## config.mk

```make
export PLATFORM = sky130hd
export DESIGN_NAME = dmem_arbiter_flat
export DESIGN_NICKNAME = d
export VERILOG_FILES = /design/src/rtl/riscv_bus_pkg.sv /design/src/rtl/dmem_arbiter_if.sv /design/src/rtl/rr_arb2_lock.sv /design/src/rtl/dmem_arbiter.sv /design/src/flat_wrapper.sv
export SDC_FILE = /design/constraint.sdc
export NUM_CORES = 1
export LEC_CHECK = 0
export ABC_AREA = 1
export BUFFER_PORTS_ARGS = -buffer_cell sky130_fd_sc_hd__buf_2
export CAP_MARGIN = 20
export CORE_AREA = 2 2 121 123
export CTS_CLUSTER_SIZE = 30
export DETAILED_ROUTE_END_ITERATION = 7
export DIE_AREA = 0 0 123 125
export PLACE_DENSITY_LB_ADDON = 0.2
export SLEW_MARGIN = 20
export SYNTH_ARGS = -nofsm -noshare
export SYNTH_HDL_FRONTEND = slang
export SYNTH_SLANG_ARGS = --single-unit
```

## constraint.sdc

```tcl
create_clock -name clk -period 1.6 [get_ports clk]
set_clock_uncertainty 0.05 [all_clocks]
set_input_delay 0.08 -clock clk [delete_from_list [all_inputs] [get_ports clk]]
set_output_delay 0.08 -clock clk [all_outputs]
set_load 0.02 [all_outputs]
```

## src/rtl/riscv_bus_pkg.sv

```systemverilog
// Shared bus types for the RiscV data-side memory path: request payload,
// port identifiers and the read-mask encoding.
package riscv_bus_pkg;

    localparam int BUS_ADDR_W = 32;
    localparam int BUS_DATA_W = 32;

    localparam logic [3:0] WMASK_READ = 4'b0000;

    typedef enum logic {
        PORT_CPU = 1'b0,
        PORT_DBG = 1'b1
    } port_e;

    typedef struct packed {
        logic [BUS_ADDR_W-1:0] addr;
        logic [BUS_DATA_W-1:0] wdata;
        logic [3:0]            wmask;
    } bus_req_t;

    function automatic logic is_read(input logic [3:0] wmask);
        return wmask == WMASK_READ;
    endfunction

endpackage

```

## src/rtl/dmem_arbiter_if.sv

```systemverilog
// One requester port of the data-memory arbiter: request payload out from the
// requester, grant / stall / read return back to it.
interface dmem_arbiter_if #(
    parameter int ADDR_W = 32,
    parameter int DATA_W = 32
);
    logic              req;
    logic              lock;
    logic [ADDR_W-1:0] addr;
    logic [DATA_W-1:0] wdata;
    logic [3:0]        wmask;
    logic              gnt;
    logic              stall;
    logic [DATA_W-1:0] rdata;
    logic              rvalid;

    modport master (
        output req, lock, addr, wdata, wmask,
        input  gnt, stall, rdata, rvalid
    );

    modport slave (
        input  req, lock, addr, wdata, wmask,
        output gnt, stall, rdata, rvalid
    );
endinterface

```

## src/rtl/rr_arb2_lock.sv

```systemverilog
// Two-way round-robin arbiter (CPU vs host) with a bounded host lock.
// state   | meaning
// LK_OPEN | no lock, plain round-robin between the two ports
// LK_HELD | host holds the bus while it keeps requesting, up to LOCK_MAX grants
module rr_arb2_lock
    import riscv_bus_pkg::*;
#(
    parameter int LOCK_MAX = 8
) (
    input  logic clk,
    input  logic reset,
    input  logic cpu_req_i,
    input  logic dbg_req_i,
    input  logic dbg_lock_i,
    output logic cpu_gnt_o,
    output logic dbg_gnt_o
);

    localparam int CNT_W = $clog2(LOCK_MAX + 1);

    localparam logic [0:0] LK_OPEN = 1'b0;
    localparam logic [0:0] LK_HELD = 1'b1;

    logic [0:0]       lk_state_q, lk_state_d;
    logic [CNT_W-1:0] lock_cnt_q, lock_cnt_d;
    port_e            last_grant_q, last_grant_d;
    logic [CNT_W-1:0] cnt_inc;
    logic             lock_active;

    assign lock_active = (lk_state_q == LK_HELD);
    assign cnt_inc     = lock_cnt_q + CNT_W'(1);

    always_comb begin
        cpu_gnt_o = 1'b0;
        dbg_gnt_o = 1'b0;
        if (!reset) begin
            if (lock_active && dbg_req_i) begin
                dbg_gnt_o = 1'b1;
            end else if (cpu_req_i && dbg_req_i) begin
                if (last_grant_q == PORT_DBG) begin
                    cpu_gnt_o = 1'b1;
                end else begin
                    dbg_gnt_o = 1'b1;
                end
            end else begin
                cpu_gnt_o = cpu_req_i;
                dbg_gnt_o = dbg_req_i;
            end
        end
    end

    always_comb begin
        lk_state_d   = lk_state_q;
        lock_cnt_d   = lock_cnt_q;
        last_grant_d = last_grant_q;
        if (cpu_gnt_o) begin
            last_grant_d = PORT_CPU;
        end
        if (dbg_gnt_o) begin
            last_grant_d = PORT_DBG;
            if (dbg_lock_i && (cnt_inc != CNT_W'(LOCK_MAX))) begin
                lk_state_d = LK_HELD;
                lock_cnt_d = cnt_inc;
            end else begin
                // Forced release keeps last_grant = DBG so a waiting CPU wins next.
                lk_state_d = LK_OPEN;
                lock_cnt_d = '0;
            end
        end else if (lock_active && !dbg_req_i) begin
            lk_state_d = LK_OPEN;
            lock_cnt_d = '0;
        end
    end

    always_ff @(posedge clk) begin
        if (reset) begin
            lk_state_q   <= LK_OPEN;
            lock_cnt_q   <= '0;
            last_grant_q <= PORT_DBG;
        end else begin
            lk_state_q   <= lk_state_d;
            lock_cnt_q   <= lock_cnt_d;
            last_grant_q <= last_grant_d;
        end
    end

endmodule

```

## src/rtl/dmem_arbiter.sv

```systemverilog
// Shares the single data-memory port between the CPU load/store path and the
// host/debug port; muxes the granted request and steers read data back.
module dmem_arbiter
    import riscv_bus_pkg::*;
#(
    parameter int ADDR_W   = 32,
    parameter int DATA_W   = 32,
    parameter int LOCK_MAX = 8
) (
    input  logic              clk,
    input  logic              reset,
    dmem_arbiter_if.slave     cpu,
    dmem_arbiter_if.slave     dbg,
    output logic              mem_en,
    output logic [ADDR_W-1:0] mem_addr,
    output logic [DATA_W-1:0] mem_wdata,
    output logic [3:0]        mem_wmask,
    input  logic [DATA_W-1:0] mem_rdata
);

    localparam logic [1:0] RSEL_NONE = 2'd0;
    localparam logic [1:0] RSEL_CPU  = 2'd1;
    localparam logic [1:0] RSEL_DBG  = 2'd2;

    logic              cpu_gnt, dbg_gnt;
    bus_req_t          cpu_bus, dbg_bus, sel_bus;
    logic [1:0]        rsel_q, rsel_d;
    logic              cpu_rvalid, dbg_rvalid;
    logic [DATA_W-1:0] cpu_rdata, dbg_rdata;
    logic [DATA_W-1:0] cpu_rdata_q, dbg_rdata_q;
    logic              unused_cpu_lock;

    // The CPU never locks the bus; its lock line exists only for port symmetry.
    assign unused_cpu_lock = cpu.lock;

    rr_arb2_lock #(
        .LOCK_MAX (LOCK_MAX)
    ) u_arb (
        .clk        (clk),
        .reset      (reset),
        .cpu_req_i  (cpu.req),
        .dbg_req_i  (dbg.req),
        .dbg_lock_i (dbg.lock),
        .cpu_gnt_o  (cpu_gnt),
        .dbg_gnt_o  (dbg_gnt)
    );

    always_comb begin
        cpu_bus.addr  = BUS_ADDR_W'(cpu.addr);
        cpu_bus.wdata = BUS_DATA_W'(cpu.wdata);
        cpu_bus.wmask = cpu.wmask;
        dbg_bus.addr  = BUS_ADDR_W'(dbg.addr);
        dbg_bus.wdata = BUS_DATA_W'(dbg.wdata);
        dbg_bus.wmask = dbg.wmask;
    end

    always_comb begin
        sel_bus = '0;
        if (cpu_gnt) begin
            sel_bus = cpu_bus;
        end else if (dbg_gnt) begin
            sel_bus = dbg_bus;
        end
    end

    assign mem_en    = cpu_gnt | dbg_gnt;
    assign mem_addr  = ADDR_W'(sel_bus.addr);
    assign mem_wdata = DATA_W'(sel_bus.wdata);
    assign mem_wmask = sel_bus.wmask;

    assign cpu.gnt   = cpu_gnt;
    assign dbg.gnt   = dbg_gnt;
    assign cpu.stall = cpu.req & ~cpu_gnt;
    assign dbg.stall = dbg.req & ~dbg_gnt;

    always_comb begin
        rsel_d = RSEL_NONE;
        if (cpu_gnt && is_read(cpu.wmask)) begin
            rsel_d = RSEL_CPU;
        end else if (dbg_gnt && is_read(dbg.wmask)) begin
            rsel_d = RSEL_DBG;
        end
    end

    // Gating with reset drops an in-flight return in the cycle reset is raised.
    assign cpu_rvalid = (rsel_q == RSEL_CPU) & ~reset;
    assign dbg_rvalid = (rsel_q == RSEL_DBG) & ~reset;
    assign cpu_rdata  = cpu_rvalid ? mem_rdata : cpu_rdata_q;
    assign dbg_rdata  = dbg_rvalid ? mem_rdata : dbg_rdata_q;

    assign cpu.rvalid = cpu_rvalid;
    assign dbg.rvalid = dbg_rvalid;
    assign cpu.rdata  = cpu_rdata;
    assign dbg.rdata  = dbg_rdata;

    always_ff @(posedge clk) begin
        if (reset) begin
            rsel_q      <= RSEL_NONE;
            cpu_rdata_q <= '0;
            dbg_rdata_q <= '0;
        end else begin
            rsel_q      <= rsel_d;
            cpu_rdata_q <= cpu_rdata;
            dbg_rdata_q <= dbg_rdata;
        end
    end

endmodule

```

## src/flat_wrapper.sv

```systemverilog
// flat-port wrapper written by rule: the top's interface ports become plain ports
module dmem_arbiter_flat import riscv_bus_pkg::*;
#(
    parameter int ADDR_W   = 32,
    parameter int DATA_W   = 32,
    parameter int LOCK_MAX = 8
)
  (clk, reset, mem_en, mem_addr, mem_wdata, mem_wmask, mem_rdata, cpu_req, cpu_lock, cpu_addr, cpu_wdata, cpu_wmask, cpu_gnt, cpu_stall, cpu_rdata, cpu_rvalid, dbg_req, dbg_lock, dbg_addr, dbg_wdata, dbg_wmask, dbg_gnt, dbg_stall, dbg_rdata, dbg_rvalid);
  dmem_arbiter_if #(.ADDR_W(ADDR_W), .DATA_W(DATA_W)) cpu_i ();
  dmem_arbiter_if #(.ADDR_W(ADDR_W), .DATA_W(DATA_W)) dbg_i ();
  input  logic clk;
  input  logic reset;
  output logic mem_en;
  output logic [ADDR_W-1:0] mem_addr;
  output logic [DATA_W-1:0] mem_wdata;
  output logic [3:0] mem_wmask;
  input  logic [DATA_W-1:0] mem_rdata;
  input wire logic [$bits(cpu_i.req)-1:0] cpu_req;
  input wire logic [$bits(cpu_i.lock)-1:0] cpu_lock;
  input wire logic [$bits(cpu_i.addr)-1:0] cpu_addr;
  input wire logic [$bits(cpu_i.wdata)-1:0] cpu_wdata;
  input wire logic [$bits(cpu_i.wmask)-1:0] cpu_wmask;
  output wire logic [$bits(cpu_i.gnt)-1:0] cpu_gnt;
  output wire logic [$bits(cpu_i.stall)-1:0] cpu_stall;
  output wire logic [$bits(cpu_i.rdata)-1:0] cpu_rdata;
  output wire logic [$bits(cpu_i.rvalid)-1:0] cpu_rvalid;
  input wire logic [$bits(dbg_i.req)-1:0] dbg_req;
  input wire logic [$bits(dbg_i.lock)-1:0] dbg_lock;
  input wire logic [$bits(dbg_i.addr)-1:0] dbg_addr;
  input wire logic [$bits(dbg_i.wdata)-1:0] dbg_wdata;
  input wire logic [$bits(dbg_i.wmask)-1:0] dbg_wmask;
  output wire logic [$bits(dbg_i.gnt)-1:0] dbg_gnt;
  output wire logic [$bits(dbg_i.stall)-1:0] dbg_stall;
  output wire logic [$bits(dbg_i.rdata)-1:0] dbg_rdata;
  output wire logic [$bits(dbg_i.rvalid)-1:0] dbg_rvalid;
  assign cpu_i.req = cpu_req;
  assign cpu_i.lock = cpu_lock;
  assign cpu_i.addr = cpu_addr;
  assign cpu_i.wdata = cpu_wdata;
  assign cpu_i.wmask = cpu_wmask;
  assign cpu_gnt = cpu_i.gnt;
  assign cpu_stall = cpu_i.stall;
  assign cpu_rdata = cpu_i.rdata;
  assign cpu_rvalid = cpu_i.rvalid;
  assign dbg_i.req = dbg_req;
  assign dbg_i.lock = dbg_lock;
  assign dbg_i.addr = dbg_addr;
  assign dbg_i.wdata = dbg_wdata;
  assign dbg_i.wmask = dbg_wmask;
  assign dbg_gnt = dbg_i.gnt;
  assign dbg_stall = dbg_i.stall;
  assign dbg_rdata = dbg_i.rdata;
  assign dbg_rvalid = dbg_i.rvalid;
  dmem_arbiter #(.ADDR_W(ADDR_W), .DATA_W(DATA_W), .LOCK_MAX(LOCK_MAX)) u_core (.clk(clk), .reset(reset), .cpu(cpu_i), .dbg(dbg_i), .mem_en(mem_en), .mem_addr(mem_addr), .mem_wdata(mem_wdata), .mem_wmask(mem_wmask), .mem_rdata(mem_rdata));
endmodule
```

* After elaboration in Yosys (flattened, before gate mapping)
Cells that the tools add are included.
** Word-level totals
- Register bits after elaboration :: 72
- Output and inout bits :: 139
- Bits of input ports :: 174
- Word-level logic and storage cells :: 51
** Cells by class
- $add $sub $neg :: 1
- Eq/ne operators :: 3
- Reduce and logical (&&, ||, !) cells :: 12
- Bitwise operators :: 8
- Mux-type cells :: 20
** Operator list (number)
- $mux W68 :: 2
- $mux W32 :: 2
- $mux W1 :: 12
- $mux W4 :: 3
- $logic_not A4 Y1 :: 2
- $logic_and A1 B1 Y1 :: 6
- $add A4 B1 Y4 const B :: 1
- $and A1 B1 Y1 :: 4
- $ne A4 B4 Y1 const B :: 1
- $reduce_or A2 Y1 :: 2
- $not A1 Y1 :: 3
- $eq A2 B1 Y1 const B :: 1
- $eq A2 B2 Y1 const B :: 1
- $mux W2 :: 1
- $reduce_bool A2 Y1 :: 1
- $logic_not A1 Y1 :: 1
- $or A1 B1 Y1 :: 1

* Longest topological paths before layout
- Word-level depth :: 7
- Depth in mapped cells :: 9
- Gate-level depth less buffers :: 8

* Hierarchy
From an unflattened synthesis, not the netlist that was laid out.
** Second synthesis, totals
- Cell total of the unflattened synthesis :: 809
- Area, all modules :: 4499.3 um^2
** Modules (own cells, without submodules)
- dmem_arbiter :: seq. area each 1321.3 um^2, cells each 759, area each 4141.5 um^2, times used 1
- rr_arb2_lock :: seq. area each 120.1 um^2, cells each 50, area each 357.8 um^2, times used 1

* Least setup slack after synthesis
No wires, ideal clock.
- Path type :: reg-to-output
- Start point :: register u_core.rsel_q[1]
- End point :: output cpu_rdata[10]
- Data arrival time :: 1203 ps
- Path buffers :: 1
- Cell stages (with the launch flop) :: 7
- Required time :: 1470 ps
- Setup slack :: 267 ps
- Cells stage by stage :: dfxtp_1 -> nor3_4 -> inv_2 -> buf_2 -> nand2_1 -> inv_1 -> a21oi_1
** On the way
- Cells in the longest elaborated chain, start to end :: 3
** RTL lines
- from (decl) :: RTL line dmem_arbiter.sv:27 : logic [1:0] rsel_q, rsel_d;
- from (signal assigned) :: RTL line dmem_arbiter.sv:102 : rsel_q <= rsel_d;
- $eq A2 B1 Y1 :: RTL line dmem_arbiter.sv:86 : assign cpu_rvalid = (rsel_q == RSEL_CPU) & ~reset;
- $and A1 B1 Y1 :: RTL line dmem_arbiter.sv:86
- $mux W32 :: RTL line dmem_arbiter.sv:88 : assign cpu_rdata = cpu_rvalid ? mem_rdata : cpu_rdata_q;
- to (decl) :: RTL line flat_wrapper.sv:25 : output wire logic [$bits(cpu_i.rdata)-1:0] cpu_rdata;
Every way passes these cells.

* Final worst setup path
- Start point :: register u_core.u_arb.lk_state_q
- End point :: output mem_addr[15]
** On the way
- Cells in the longest elaborated chain, start to end :: 5
- Elaborated cells between the ends (all ways) :: 7
- Those cells by class :: mux: 6; reduce/logical: 1
** RTL lines
- from (decl) :: RTL line rr_arb2_lock.sv:24 : logic [0:0] lk_state_q, lk_state_d;
- from (signal assigned) :: RTL line rr_arb2_lock.sv:81 : lk_state_q <= lk_state_d;
- $logic_and A1 B1 Y1 * :: RTL line rr_arb2_lock.sv:37 : if (lock_active && dbg_req_i) begin
- $mux W1 :: RTL line rr_arb2_lock.sv:37
- $mux W1 :: RTL line rr_arb2_lock.sv:36 : if (!reset) begin
- $mux W68 :: RTL line dmem_arbiter.sv:61 : end else if (dbg_gnt) begin
- $mux W68 * :: RTL line dmem_arbiter.sv:59 : if (cpu_gnt) begin
- to (decl) :: RTL line flat_wrapper.sv:14 : output logic [ADDR_W-1:0] mem_addr;
Every way passes the cells marked *; elsewhere a longest branch is shown, timed or not.

==> results.py <==
metrics = {
    "layout": {
        "diodes": 0,
        "fillers": 1317,
        "design_area_mm2": 0.008600,
        "drive_gt1_share_pct": 57.25,
        "multi_input_area_mm2": 0.002883,
        "register_area_mm2": 0.001446,
        "post-route-util_pct": 60.54,
        "syn2layout_area_growth_pct": 84.36,
        "fin_nets": 1240,
    },
    "sta": {
        "setup_ws_ns": -0.1868,
        "fmax_mhz": 559.7,
        "slew_viol_final": 0,
        "rsz0062_at_grt": "true",
        "setup_violations": 115,
        "finalHoldViolCount": 0,
        "max_slew_margin_pct": 63.87,
        "period_share_pct": 111.7,
        "worstMarginPinSlew_ns": 0.5419,
        "finalCriticalPeriod_ns": 1.787,
    },
    "synthesis": {
        "syn_area_per_cell_um2": 6.398,
        "synth-edff-count": 0,
        "ys_seq_area_share_pct": 30.90,
        "synthFlopType": "dfxtp_1",
        "ys_ff_latch": 72,
        "yosysWarningCount": 0,
        "synthArstFlopShare_pct": 0,
        "syn_nets": 905,
        "synth.cell_area_mm2": 0.004664,
        "synth_cells": 729,
        "ys_types": 26,
    },
    "power": {
        "power.leakage_nw": 4.545,
        "ir_drop_v": 0.0004415,
        "pwr_density_cell_mw_per_mm2": 625.1,
        "finalPower_mw": 5.376,
    },
    "placed_design": {
        "postPlaceCellArea_mm2": 0.006441,
        "io_buffers": 311,
        "hpwl_um": 13030,
        "routabilityCongestion": 0.9067,
        "dp_worst_setup_slack_ns": 0.1062,
    },
    "critical_path": {
        "r2r-start": "u_core.rsel_q[1]",
        "crit_arrival_ns": 1.66,
        "path_class": "reg2out",
        "end_kind": "output pin",
        "startpoint": "u_core.u_arb.lk_state_q",
        "path_max_fanout": 18,
        "cp-start-kind": "flip-flop",
        "cp.required_ns": 1.47,
    },
    "floorplanning": {
        "die_h_um": 125,
        "die-area_mm2": 0.01538,
        "core.rowCount": 44,
        "start_util_pct": 32.84,
        "coreArea_mm2": 0.01420,
        "dieWidth_um": 123,
        "io_pins": 313,
    },
    "clock_network": {
        "cts.sinks": 72,
        "cts-buffers-inserted": 9,
        "cts_tree": "yes",
        "path_clk_slew_ns": 0.06,
        "clk_path_buf_depth": 2,
        "clk_latency_ns": 0.32,
        "root_buffer": "clkbuf_16",
        "htree_levels": 3,
    },
    "grt": {
        "grt_pass1_wl_um": 28990,
        "grt_overflow": 0,
        "grt_start_max_net_pins": 37,
        "grt_usage_pct": 24.00,
        "first_global_vias": 5522,
        "antenna_found_initial": 4,
    },
    "status": {
        "failed_checks": "setup timing",
        "status": "finished, violations left",
    },
    "routing": {
        "via_per_inst": 4.615,
        "vias": 5783,
        "drc": 0,
        "wirelength_um": 19720,
        "drt-wirelength-per-cell_um": 15.74,
        "ant_nets": 0,
        "drt_iter0_drc": 391,
        "drt_pre_antenna_iters": 4,
    },
    "worst_hold_path": {
        "hold_start": "dbg_wmask[2]",
        "hold_class": "in2reg",
    },
    "flow_run": {
        "maxCapViolCount": 0,
    },
}
path summary, 6_finish.rpt:
check	end	slack [ns]	cells past startpoint
min	u_core.rsel_q[1]	0.02	4
max reg2reg	u_core.cpu_rdata_q[19]	0.06	6
max	mem_addr[15]	-0.19	9
min reg2reg	u_core.u_arb.last_grant_q	0.46	1
per-stage QoR:
stage	TNS [ns]	hold slack (ns)	cells
2_1_floorplan	0	0.1083	729
3_3_place_gp	0	0.2281	1200
3_5_place_dp	0	0.2286	1200
4_1_cts	-10.41	0.0009207	1247
5_1_grt	-21.36	0.03307	1253
6_report	-11.11	0.02127	1253
final cells by class:
type | instances | area share [%]
multi-input cells | 432 | 33.52
well taps | 184 | 2.677
flip-flops and latches | 72 | 16.82
inverters | 183 | 8.221
repair buffers | 366 | 35.30
clock buffers | 10 | 2.779
clock inverters | 6 | 0.6838
worst max-delay path, stage by stage, from the launching register on:
cell and delay, ns:
dfxtp_2 0.32, inv_2 0.07, nand3_4 0.08, buf_4 0.16
nand2_8 0.07, inv_8 0.05, bufbuf_16 0.29, nand2_1 0.10
nand2_2 0.07, buf_6 0.13
synth_stat cells, types with 3 or more instances:
library cell    n  area share [%]
a211oi_1       17             2.7
a211oi_2       47              13
a21oi_1        70             7.5
buf_2          22             2.4
buf_4          10             1.6
buf_6           5             1.2
clkbuf_1        4            0.32
dfxtp_1        72              31
inv_1         177              14
inv_2           6            0.48
nand2_1       268              22
nand3_1         8            0.86
nor2_1          4            0.32
o22ai_1         3            0.40
registers in the layout, indices dropped and copies added (netlist names):
name,count
u_core.u_arb.lock_cnt_q,4
u_core.u_arb.lk_state_q,1
u_core.u_arb.last_grant_q,1
u_core.rsel_q,2
u_core.dbg_rdata_q,32
u_core.cpu_rdata_q,32
power breakdown:
group          internal (mW)  switching (mW)  leakage (nW)
sequential              1.81         0.00955         0.582
clock                   1.24           0.752         0.152
combinational          0.712           0.851          3.81
total                   3.76            1.61          4.55
timing repair:
| action | in CTS | in global routing |
|---|---|---|
| endpoints found under the setup margin | 130 | 139 |
| hold endpoints to repair | 2 | 0 |
| hold buffers | 4 | 0 |
| setup buffers | 15 | 5 |
| pin swaps | 18 | 35 |
| cloned | 12 | 3 |
| resized for setup | 317 | 109 |
layout by cell type, fill, tap and decap left out, types with 2 or more instances in the layout:
master,n
clkinv_2,4
buf_2,188
clkbuf_16,11
nand2_4,27
nand2_1,159
nor2_1,4
buf_6,62
dfxtp_1,68
ha_1,2
nand3_1,8
dfxtp_2,4
nand2_8,2
a21oi_1,41
a21oi_2,26
inv_4,5
o22ai_2,2
buf_16,5
buf_4,80
bufbuf_16,7
buf_12,13
dlygate4sd3_1,3
nand2_2,82
nor3_1,2
a21oi_4,3
inv_2,28
a211oi_2,47
a211oi_1,17
buf_8,6
inv_1,149
cell families after synthesis:
logic type / Yosys count / share of synthesized area [%]
AO/OA/AOI/OAI: 141 / 23.77
adder cells (fa/ha/maj): 2 / 0.5364
buffers and inverters: 225 / 20.31
flip-flops: 72 / 30.90
AND/OR/NAND/NOR: 289 / 24.49
routing by layer:
metal	share of wire, %	GRT usage [%]	vias to the layer above
li1	-	-	2886
met1	40	30.19	2647
met2	50	40.30	203
met3	6.6	5.292	41
met4	2.5	8.021	6
met5	0.20	0	-
No activity file was read; power rests on OpenSTA's default activity.
